File: src/rtl/csa_resolver.sv
// -----------------------------------------------------------------------------
// csa_resolver
//
// Sequential carry-propagate stage behind the 4-2 compressor tree. It takes
// the redundant pair (C, D) and resolves it into a binary sum, CHUNK bits per
// clock cycle. The sum is result = (D_in + (C_in << 1)) mod 2^W, where
// W = 2*LENGTH, and out_carry is the carry out of the top bit.
//
// Handshake: a transfer happens on a rising edge where valid and ready are
// both 1. The producer holds valid and data stable until that edge. Ready
// never depends on valid: in_ready is 1 only in IDLE, and out_valid is 1
// only in DONE. DONE holds result/out_carry stable until out_ready is seen.
//
// Ports
//   sys_clk    : clock, rising edge
//   sys_rst    : synchronous active-high reset
//   in_valid   : C_in/D_in hold a valid pair
//   in_ready   : block can accept a pair (IDLE only)
//   C_in       : high-weight vector, bit i has weight 2^(i+1)
//   D_in       : low-weight vector, bit i has weight 2^i
//   out_valid  : result/out_carry valid (DONE only)
//   out_ready  : downstream accepts the result
//   result     : resolved sum, W bits
//   out_carry  : carry out of bit W-1 of the final chunk add
//   dbg_state  : current FSM state, for observation only
// -----------------------------------------------------------------------------
module csa_resolver #(
    parameter int LENGTH = 32,
    parameter int CHUNK  = 16
) (
    input  logic                  sys_clk,
    input  logic                  sys_rst,
    input  logic                  in_valid,
    output logic                  in_ready,
    input  logic [2*LENGTH-1:0]   C_in,
    input  logic [2*LENGTH-1:0]   D_in,
    output logic                  out_valid,
    input  logic                  out_ready,
    output logic [2*LENGTH-1:0]   result,
    output logic                  out_carry,
    output logic [1:0]            dbg_state
);

    localparam int W     = 2 * LENGTH;
    localparam int N     = W / CHUNK;
    localparam int IDX_W = (N > 1) ? $clog2(N) : 1;
    localparam logic [IDX_W-1:0] LAST_IDX = IDX_W'(N - 1);

    typedef enum logic [1:0] {
        IDLE = 2'd0,
        BUSY = 2'd1,
        DONE = 2'd2
    } state_t;

    state_t           state;
    state_t           next_state;

    logic [W-1:0]     d_reg;
    logic [W-1:0]     c_reg;       // already shifted: bit i has weight 2^i
    logic [IDX_W-1:0] idx;
    logic             carry_reg;

    logic             load;
    logic             step;
    logic             last;
    logic [31:0]      base;
    logic [CHUNK:0]   chunk_sum;

    assign dbg_state = state;

    // State register
    always_ff @(posedge sys_clk) begin
        if (sys_rst) begin
            state <= IDLE;
        end else begin
            state <= next_state;
        end
    end

    // Next-state and handshake outputs
    always_comb begin
        next_state = state;
        in_ready   = 1'b0;
        out_valid  = 1'b0;
        load       = 1'b0;
        step       = 1'b0;
        last       = 1'b0;
        case (state)
            IDLE: begin
                in_ready = 1'b1;
                if (in_valid) begin
                    load       = 1'b1;
                    next_state = BUSY;
                end
            end
            BUSY: begin
                step = 1'b1;
                if (idx == LAST_IDX) begin
                    last       = 1'b1;
                    next_state = DONE;
                end
            end
            DONE: begin
                out_valid = 1'b1;
                if (out_ready) begin
                    next_state = IDLE;
                end
            end
            default: begin
                next_state = IDLE;
            end
        endcase
    end

    // One chunk of the ripple: operands of chunk idx plus the carry from the
    // previous chunk. The extra top bit of chunk_sum is the chunk carry-out.
    always_comb begin
        base      = 32'(idx) * 32'(CHUNK);
        chunk_sum = {1'b0, d_reg[base +: CHUNK]}
                  + {1'b0, c_reg[base +: CHUNK]}
                  + {{CHUNK{1'b0}}, carry_reg};
    end

    // Datapath registers
    always_ff @(posedge sys_clk) begin
        if (sys_rst) begin
            d_reg     <= '0;
            c_reg     <= '0;
            idx       <= '0;
            carry_reg <= 1'b0;
            result    <= '0;
            out_carry <= 1'b0;
        end else if (load) begin
            // C_in[W-1] would land at weight 2^W and is dropped by the shift.
            d_reg     <= D_in;
            c_reg     <= {C_in[W-2:0], 1'b0};
            idx       <= '0;
            carry_reg <= 1'b0;
        end else if (step) begin
            result[base +: CHUNK] <= chunk_sum[CHUNK-1:0];
            carry_reg             <= chunk_sum[CHUNK];
            if (last) begin
                out_carry <= chunk_sum[CHUNK];
                idx       <= '0;
            end else begin
                idx       <= idx + IDX_W'(1);
            end
        end
    end

endmodule
File: config.mk
export PLATFORM = sky130hd
export DESIGN_NAME = csa_resolver
export DESIGN_NICKNAME = d
export VERILOG_FILES = /design/src/rtl/csa_resolver.sv
export SDC_FILE = /design/constraint.sdc
export NUM_CORES = 1
export LEC_CHECK = 0
export ABC_AREA = 1
export CORE_ASPECT_RATIO = 1.25
export CORE_MARGIN = 2
export CORE_UTILIZATION = 25
export DETAILED_ROUTE_END_ITERATION = 10
export MAX_ROUTING_LAYER = met4
export RECOVER_POWER = 25
export SLEW_MARGIN = 20
export SYNTH_ARGS = -nofsm -noshare
export SYNTH_HDL_FRONTEND = slang
export SYNTH_SLANG_ARGS = --single-unit
File: constraint.sdc
create_clock -name sys_clk -period 6.05 [get_ports sys_clk]
set_input_delay 1.21 -clock sys_clk [delete_from_list [all_inputs] [get_ports sys_clk]]
set_output_delay 1.21 -clock sys_clk [all_outputs]
set_load 0.01 [all_outputs]
==> results.cfg, run 1 <==
[synth]
synth.area.top_cells = dfxtp_1 45%, nor2_1 15%, o21ai_0 11%, nand2_1 7.9%, a21oi_1 4.2%
yosysWarningCount = 0
synthCells = 1255
synthMuxAreaShare = 0
syn_nets = 1410
synth_seq_cells = 197
synth-edff-count = 0
yosys.area_share.simple = 0.271
ys_seq_area_frac = 0.448
netlist.area_leader.share = 0.448
synth_top_family_by_area = simple AND/OR/NAND/NOR gates
async_flop_share = 0
synth_xor_area_frac = 0.00697
synthTopCellsByCount = 345 x nor2_1, 197 x dfxtp_1, 188 x o21ai_0
netlist-cell-type-count = 32
ys.flop_type = dfxtp_1
yosysTopAreaCell = dfxtp_1
synth_compound_area_frac = 0.179
yosysMostFrequentCell = nor2_1
synth_adder_area_share = 0.0344
syn_area_mm2 = 0.00880
syn_area_per_cell_um2 = 7.01

[layout]
multi_input_area_mm2 = 0.00433
area_growth_pct = 33.4
seq_area_mm2 = 0.00395
design_area_mm2 = 0.0117
nFillCells = 3782
fin_nets = 1555
diodes = 0
final_cells = 1881
drive_gt1_frac = 0.0418

[global_routing]
grt_pass1_vias = 7658
overflow = 0
grt_antenna_before_repair = 0
track_usage = 0.155
grt_max_degree = 130
grt_pass1_wl_mm = 42.5

[pwr]
vdd_drop_max_v = 0.000168
p_per_area_mw_per_mm2 = 279
p_leak_nw = 4.71

[floorplan]
coreArea_mm2 = 0.0346
dieArea_mm2 = 0.0367
ios = 201
die_y_um = 214
row_count = 76
die_w_um = 172
initial_core_util = 0.254

[placed_design]
place.gp.congestion = 0.829
placed_area_mm2 = 0.0111
hpwl_mm = 20.4
place_inst = 1849
io_buffers = 199

[sta]
skew_ns = 0.0139
tightest_slew_ns = 1.04
setup_violations = 0
fmax_mhz = 283
max_slew_margin = 0.303
timing.hold.ws_ns = 0.464
min_period_over_period = 0.585
post-route-min-period_ns = 3.54
rsz0062_at_grt = false
hold_viol_final = 0
drv_slew = 0
finalSetupTns_ns = 0

[cts]
holdBufCountCts = 0
cts_root_buf = clkbuf_16
clk_latency_ns = 0.44
cts_buffers = 17
cts_resized = 0
cts.clk_slew.worst_paths_ns = 0.08
ctsLongestPathBuffers = 2
cts.sinks = 197
cts_tree = done
htreeDepth = 4
post-cts-setup-buffers = 0

[critical_path]
cp_common_cell = nand2_1
crit_type = flop to flop
critPathMaxStageDelay_ns = 0.57
reg2reg_to = result[55]
crit_path_start_kind = flop
path_max_fanout = 42
arrival_ns = 3.90
cp.buffers_inverters = 3
required_ns = 6.41
r2r_cells = 14
r2r_setup_slack_ns = 2.51
cp_top_family = buffers and inverters
crit-reg2reg-launch = idx[0]
slowest_stage = inv_2
path_cells = inv_2, buf_4, o21ai_0, o22ai_1, ha_1, nand2_1, inv_1, a21oi_1, nand2_1, xor2_1, nand2_1, nor2_1, nand2_1, a21oi_1
crit_path_end_kind = flop
path_depth = 14

[worst_hold_path]
min_to = result[41]
hold_path_class = flop to flop
worstHoldPathCells = 2
hp-start = result[41]

[routing]
post-route-drc-count = 0
wirelength_mm = 28.1
wirelength_met1_mm = 13.0
first_pass_iters = 7
wl_met3_mm = 1.17
vias_per_cell = 4.54
drt_iter0_markers = 711
ant_nets = 0
num_vias = 8535
highest_layer = met4
wl_per_cell_um = 15.0
wl_met2_mm = 13.4

[outcome]
status = finished, final reports clean

[job]
drv_cap = 0
## cells by family (layout without fill, tap and decap cells)
family	count (synthesis)	in the layout
buffers and inverters	133	291
XOR/XNOR	7	7
AO/OA/AOI/OAI	304	304
adder cells (fa/ha/maj)	23	23
flip-flops	197	197
AND/OR/NAND/NOR	591	591
## worst min-delay path: stages (launching register included)
cell,delay (ns)
dfxtp_1,0.31
nand2_1,0.06
a21oi_1,0.05
## per-stage QoR
stage | util | setup WS [ns] | total power, mW
3_3_place_gp | 0.321 | 2.53 | 2.09
6_report | 0.339 | 2.51 | 3.28
2_1_floorplan | - | 3.16 | 1.83
3_5_place_dp | 0.321 | 2.50 | 2.10
4_1_cts | 0.339 | 2.50 | 3.32
5_1_grt | 0.339 | 2.15 | 3.44
## placed cells by master, fill, tap and decap left out, types with 2 or more instances in the layout
cell,instances
nor2_4,3
nand3_1,29
dlygate4sd3_1,30
o21ai_1,5
nand2_1,184
clkinv_4,2
bufinv_16,3
o22ai_1,31
nand4_1,16
inv_6,5
nor2_1,345
ha_1,21
nand2_4,2
o21ai_0,188
clkinv_2,2
clkbuf_16,17
nor3_1,3
and2_1,2
nand3b_1,2
dfxtp_1,196
buf_4,9
xor2_1,6
clkdlybuf4s50_1,168
inv_8,2
nand2_2,2
inv_2,4
inv_1,44
fa_1,2
a22oi_1,4
a21oi_1,74
## worst max-delay path by stage
stage	from	end
floorplan	idx[0]	result[56]
global placement	idx[0]	result[23]
detailed placement	idx[0]	result[55]
CTS	idx[0]	result[55]
global route	idx[0]	result[23]
finish	idx[0]	result[55]
## power breakdown
group	switching, mW	internal (mW)
logic	0.391	0.242
clock network	0.546	0.676
registers	0.0434	1.38
## layout make-up
type                            instances  share of cell area
Clock buffer                           18              0.0374
Clock inverter                         14              0.0159
Inverter                               50              0.0161
Multi-Input combinational cell        925               0.369
Sequential cell                       197               0.336
Tap cell                              468              0.0499
Timing Repair Buffer                  209               0.176
## per-layer routing
| layer | vias to the layer above | GRT usage |
|---|---|---|
| li1 | 4383 | - |
| met3 | 28 | 0.0199 |
| met1 | 3911 | 0.201 |
| met2 | 213 | 0.251 |
| met5 | - | - |
| met4 | 0 | 0.0490 |
Note: power is estimated with default switching activity, not from simulation.
==> run 2: changes to the inputs <==
==> constraint.sdc (replaced) <==
create_clock -name sys_clk -period 2.9 [get_ports sys_clk]
set_input_delay 0.58 -clock sys_clk [delete_from_list [all_inputs] [get_ports sys_clk]]
set_output_delay 0.58 -clock sys_clk [all_outputs]
set_load 0.01 [all_outputs]
==> run 2 against run 1 <==
Against the previous run: via count rose by 1.2%; routed wire length rose by 1.6%; final cell count rose by 1.6%; combinational power rose by 130%; worst hold slack improved by 0.0021 ns; critical path depth did not move; final area rose by 2.6%; power rose by 110%.
==> results.cfg, run 2 (same netlist as run 1, synthesis figures left out) <==
[pwr]
vdd_drop_max_v = 0.000363
p_per_area_mw_per_mm2 = 565
power_mw = 6.80
p_leak_nw = 4.75

[floorplan]
initial_core_util = 0.254
dieArea_mm2 = 0.0367
die_w_um = 172
die_y_um = 214
row_count = 76
ios = 201
coreArea_mm2 = 0.0346

[routing]
ant_nets = 0
first_pass_iters = 5
wl_per_cell_um = 15.0
vias_per_cell = 4.52
drt_iter0_markers = 567
wl_met2_mm = 13.8
wirelength_mm = 28.6
post-route-drc-count = 0
highest_layer = met4
num_vias = 8640
wl_met3_mm = 1.08
wirelength_met1_mm = 13.2

[worst_hold_path]
hp-start = result[29]
min_to = result[29]
worstHoldPathCells = 2
hold_path_class = flop to flop

[layout]
final_cell_mix = 345 x nor2_1, 196 x dfxtp_1, 194 x clkdlybuf4s50_1
mostFrequentLayoutCell = nor2_1
drive_gt1_frac = 0.0728
area_growth_pct = 36.9
final_cells = 1911
fin_nets = 1584

[placed_design]
io_buffers = 199
place.gp.congestion = 0.852
place_inst = 1878
hpwl_mm = 21.0

[cts]
clk_latency_ns = 0.44
cts.clk_slew.worst_paths_ns = 0.07
ctsLongestPathBuffers = 2
cts_tree = done
post-cts-setup-buffers = 0
cts_buffers = 17
cts.sinks = 197
htreeDepth = 4
cts_root_buf = clkbuf_16

[sta]
tightest_slew_ns = 1.14
setup_violations = 0
drv_slew = 0
hold_viol_final = 0
post-route-min-period_ns = 2.68
max_slew_margin = 0.239
skew_ns = 0.0118
min_period_over_period = 0.923
fmax_mhz = 373

[global_routing]
track_usage = 0.161
grt_pass1_wl_mm = 44.5
grt_max_degree = 128
grt_pass1_vias = 8305
grt_antenna_before_repair = 1
overflow = 0

[critical_path]
reg2reg_to = result[61]
crit_type = flop to flop
crit_path_start_kind = flop
arrival_ns = 3.04
crit-reg2reg-launch = idx[0]
crit_path_end_kind = flop
required_ns = 3.26
r2r_cells = 14
r2r_setup_slack_ns = 0.22
path_max_fanout = 16

[job]
drv_cap = 0

[outcome]
status = finished, final reports clean
run 2: cell types whose count changed in the layout (fill, tap and decap cells not counted), moves of 4 or more:
| cell | delta |
|---|---|
| clkdlybuf4s50_1 | +26 |
| dlygate4sd3_1 | -26 |
| buf_4 | +24 |
| nand2_1 | -5 |
| nand2_2 | +5 |
| buf_12 | +4 |
| clkinvlp_4 | +4 |
| o22ai_1 | -4 |
| o22ai_2 | +4 |
run 2: repair_timing:
| action | 4_1_cts | 5_1_grt |
|---|---|---|
| cloned | 0 | 0 |
| hold buffers | 0 | 0 |
| endpoints found under the setup margin | 1 | 50 |
| gates resized for setup | 1 | 23 |
run 2: power by group:
| group | switching (mW) | total (mW) | leakage [nW] | internal [mW] |
|---|---|---|---|---|
| combinational | 0.839 | 1.44 | 2.86 | 0.604 |
| sequential | 0.0954 | 2.98 | 1.62 | 2.88 |
| clock | 1.15 | 2.38 | 0.271 | 1.23 |
run 2: area by class of cell:
cell class | instances | area, um^2
antenna | 1 | 2.50
multi-input combinational | 925 | 4390
tap | 468 | 586
sequential | 197 | 3950
clock buffer | 18 | 439
timing repair buffer | 238 | 2340
clock inverter | 14 | 145
fill | 3721 | 22600
inverter | 50 | 191
run 2: routing by layer:
metal  global-route usage  vias up
met2                0.265      195
met3               0.0236       29
met5                    -        -
li1                     -     4452
met4               0.0496        0
met1                0.203     3964
run 2: per-stage QoR:
stage	setup WS (ns)	hold WS, ns	setup TNS, ns	util	area (um^2)
3_5_place_dp	0.00589	0.458	0	0.329	11400
2_1_floorplan	0.00582	0.449	0	-	8800
4_1_cts	0.0109	0.469	0	0.346	12000
3_3_place_gp	0.0172	0.455	0	0.329	11400
5_1_grt	-0.00349	0.482	-0.00349	0.348	12000
6_report	0.222	0.466	0	0.348	12000
run 2: worst max path at each step:
stage,from,to,slack [ns],cells past startpoint
CTS,idx[0],result[24],0.01,14
detailed placement,idx[0],result[23],0.006,15
global placement,idx[0],result[55],0.02,15
finish,idx[0],result[61],0.22,14
floorplan,idx[0],result[56],0.006,16
global route,idx[0],result[29],-0.003,14
run 2: critical path, stage by stage, from the launching register on:
cell and delay [ns]:
dfxtp_4 0.39, inv_4 0.16, buf_4 0.22, nor2_1 0.06
o22ai_1 0.35, ha_2 0.41, nand2_1 0.16, inv_1 0.06
nand2_1 0.06, nand2_1 0.05, a21oi_1 0.16, nand3_1 0.12
nand2_2 0.15, nand4_1 0.10, a21oi_1 0.14
==> run 3: changes to the inputs <==
--- a/config.mk
+++ b/config.mk
@@ -5,7 +5,6 @@
 export SDC_FILE = /design/constraint.sdc
 export NUM_CORES = 1
 export LEC_CHECK = 0
-export ABC_AREA = 1
 export CORE_ASPECT_RATIO = 1.25
 export CORE_MARGIN = 2
 export CORE_UTILIZATION = 25
==> run 3 against run 2 <==
Against the previous run: the flow now finishes with violations (design-rule violations, negative setup slack); final area about the same; non-clock buffer count up 34; fmax down 12%; critical path depth down 5; clock skew up 0.0079 ns; register-to-register slack worse by 0.37 ns; sequential cell count unchanged; sequential power down 3%; via count down 15%; worst setup slack worse by 0.37 ns; first-iteration DRC count down 8.6%; largest cell class unchanged.
==> results.cfg, run 3 <==
[worst_hold_path]
hold_path_class = primary input to flop
hp-start = sys_rst

[layout]
fin_nets = 1310
multi_input_area_mm2 = 0.00437
diodes = 0
seq_area_mm2 = 0.00395
final_cell_mix = 282 x nand2_1, 198 x clkdlybuf4s50_1, 195 x dfxtp_1
drive_gt1_frac = 0.156
mostFrequentLayoutCell = nand2_1
area_growth_pct = 44.6
final_util = 0.367
nFillCells = 3394

[pwr]
swShare = 0.282
p_sw_mw = 1.76
vdd_drop_max_v = 0.000415
pwr-share-clk = 0.364
internal_power_mw = 4.50
combPwrFrac = 0.174
p_seq_frac = 0.462
p_leak_nw = 4.52
p_per_area_mw_per_mm2 = 520

[sta]
setup_violations = 22
skew_ns = 0.0197
postLayoutSetupSlackWorst_ns = -0.147
timing.hold.ws_ns = 0.376
min_period_over_period = 1.05
post-route-min-period_ns = 3.05
drv_slew = 0
rsz0062_at_grt = true
hold_viol_final = 0
tightest_slew_ns = 1.05
max_slew_margin = 0.301
fmax_mhz = 328

[outcome]
status = finished with violations
violations = design-rule violations, negative setup slack

[routing]
vias_per_cell = 4.63
wl_per_cell_um = 16.5
drt_iter0_markers = 518
wirelength_mm = 26.2
num_vias = 7344
ant_nets = 0
first_pass_iters = 7
post-route-drc-count = 15

[floorplan]
die_w_um = 167
dieArea_mm2 = 0.0348
coreArea_mm2 = 0.0328
initial_core_util = 0.254
ios = 201
die_y_um = 208
row_count = 74

[job]
drv_cap = 0

[synth]
netlist-cell-type-count = 55
async_flop_share = 0
synth_seq_cells = 197
synth-edff-count = 0
synthCells = 928
yosysMostFrequentCell = nand2_1
synth.area.top_cells = dfxtp_1 47%, nand2_1 13%, a21oi_1 8.8%, mux4_2 8.4%, ha_1 3.2%
synthTopCellsByCount = 283 x nand2_1, 197 x dfxtp_1, 146 x a21oi_1
yosysTopAreaCell = dfxtp_1
syn_area_per_cell_um2 = 8.97
netlist.area_leader.share = 0.474
ys_seq_area_frac = 0.474
syn_area_mm2 = 0.00832
syn_nets = 1083
ys.flop_type = dfxtp_1
yosysWarningCount = 0

[cts]
clk_latency_ns = 0.44
cts.clk_slew.worst_paths_ns = 0.09
htreeDepth = 4
ctsLongestPathBuffers = 2
cts_tree = done
holdBufCountCts = 0
cts_root_buf = clkbuf_16
cts_buffers = 17
cts.sinks = 197

[global_routing]
track_usage = 0.153
grt_antenna_before_repair = 0
grt_pass1_wl_mm = 40.2
grt_pass1_vias = 7141
overflow = 0
grt_max_degree = 100

[critical_path]
crit-reg2reg-launch = idx[0]
startpoint = idx[0]
crit_path_end_kind = flop
required_ns = 3.23
arrival_ns = 3.38
path_max_fanout = 5
crit_type = flop to flop
crit_path_start_kind = flop

[placed_design]
place.gp.congestion = 0.821
io_buffers = 199
hpwl_mm = 19.7
[run 3: cell count changes in the layout (fill, tap and decap cells not counted), sizes merged, moves of 7 or more]
cell | before | now
o21ai | 193 | 14
mux4 | 0 | 31
nand3 | 29 | 5
nand2 | 188 | 283
inv | 54 | 15
a22o | 0 | 28
a21oi | 74 | 146
xnor2 | 1 | 8
o22ai | 31 | 0
nand4 | 16 | 2
buf | 40 | 74
a22oi | 4 | 25
nor2 | 348 | 33
[run 3: power groups by stage]
stage	sequential (mW)	combinational (mW)	clock (mW)
final	2.89	1.09	2.28
after global routing	2.91	1.19	2.46
after CTS	2.89	1.07	2.34
after detailed placement	2.96	1.03	0
after global placement	2.96	1.02	0
after floorplan	2.94	0.548	0
[run 3: final cells by class]
class | count | area share
multi-input combinational | 659 | 0.363
timing repair buffer | 272 | 0.218
tap | 418 | 0.0434
clock inverter | 13 | 0.00956
sequential | 197 | 0.328
inverter | 8 | 0.00249
clock buffer | 19 | 0.0360
[run 3: through the flow]
| step | instance area (um^2) | worst slack [ns] | cells | power (mW) | setup TNS [ns] |
|---|---|---|---|---|---|
| 5_1_grt | 12000 | -0.236 | 1586 | 6.56 | -5.01 |
| 3_5_place_dp | 11200 | -0.315 | 1548 | 3.99 | -10.06 |
| 3_3_place_gp | 11200 | -0.294 | 1548 | 3.98 | -9.43 |
| 4_1_cts | 11900 | -0.163 | 1583 | 6.31 | -2.51 |
| 2_1_floorplan | 8440 | -0.244 | 928 | 3.49 | -2.99 |
| 6_report | 12000 | -0.147 | 1586 | 6.26 | -1.68 |
[run 3: routing by layer]
layer	vias to the layer above	track usage	routed length, um
met4	0	0.0561	637
met1	3469	0.188	11700
li1	3678	-	-
met3	24	0.0234	947
met2	173	0.256	12900
met5	-	-	0
[run 3: logic make-up (layout without fill, tap and decap cells)]
logic type / Yosys count / in the layout / synth area share
adder cells (fa/ha/maj): 23 / 23 / 0.0364
buffers and inverters: 72 / 312 / 0.0341
flip-flops: 197 / 197 / 0.474
AND/OR/NAND/NOR: 345 / 345 / 0.167
AO/OA/AOI/OAI: 247 / 247 / 0.191
multiplexers: 34 / 34 / 0.0881
XOR/XNOR: 10 / 10 / 0.0105
[run 3: final timing paths]
kind	cells after the start	endpoint	slack, ns
worst max-delay path	9	result[62]	-0.15
worst min-delay path	2	dbg_state[1]	0.38
worst min register to register	2	c_reg[36]	0.45
worst max register to register	9	result[62]	-0.15
[run 3: worst max-delay path, stage by stage (launching register included)]
cell and delay, ns:
dfxtp_4 0.41, mux4_2 0.57, fa_2 0.42, fa_2 0.36, a21o_1 0.21, a311oi_2 0.25, o41a_4 0.21, o221ai_2 0.12
xnor2_2 0.18, a22o_1 0.21
[run 3: repair_timing]
| action | in CTS | in global routing |
|---|---|---|
| gates resized for setup | 15 | 17 |
| setup buffers | 3 | 3 |
| pin swaps | 4 | 11 |
| setup endpoints to repair | 50 | 43 |
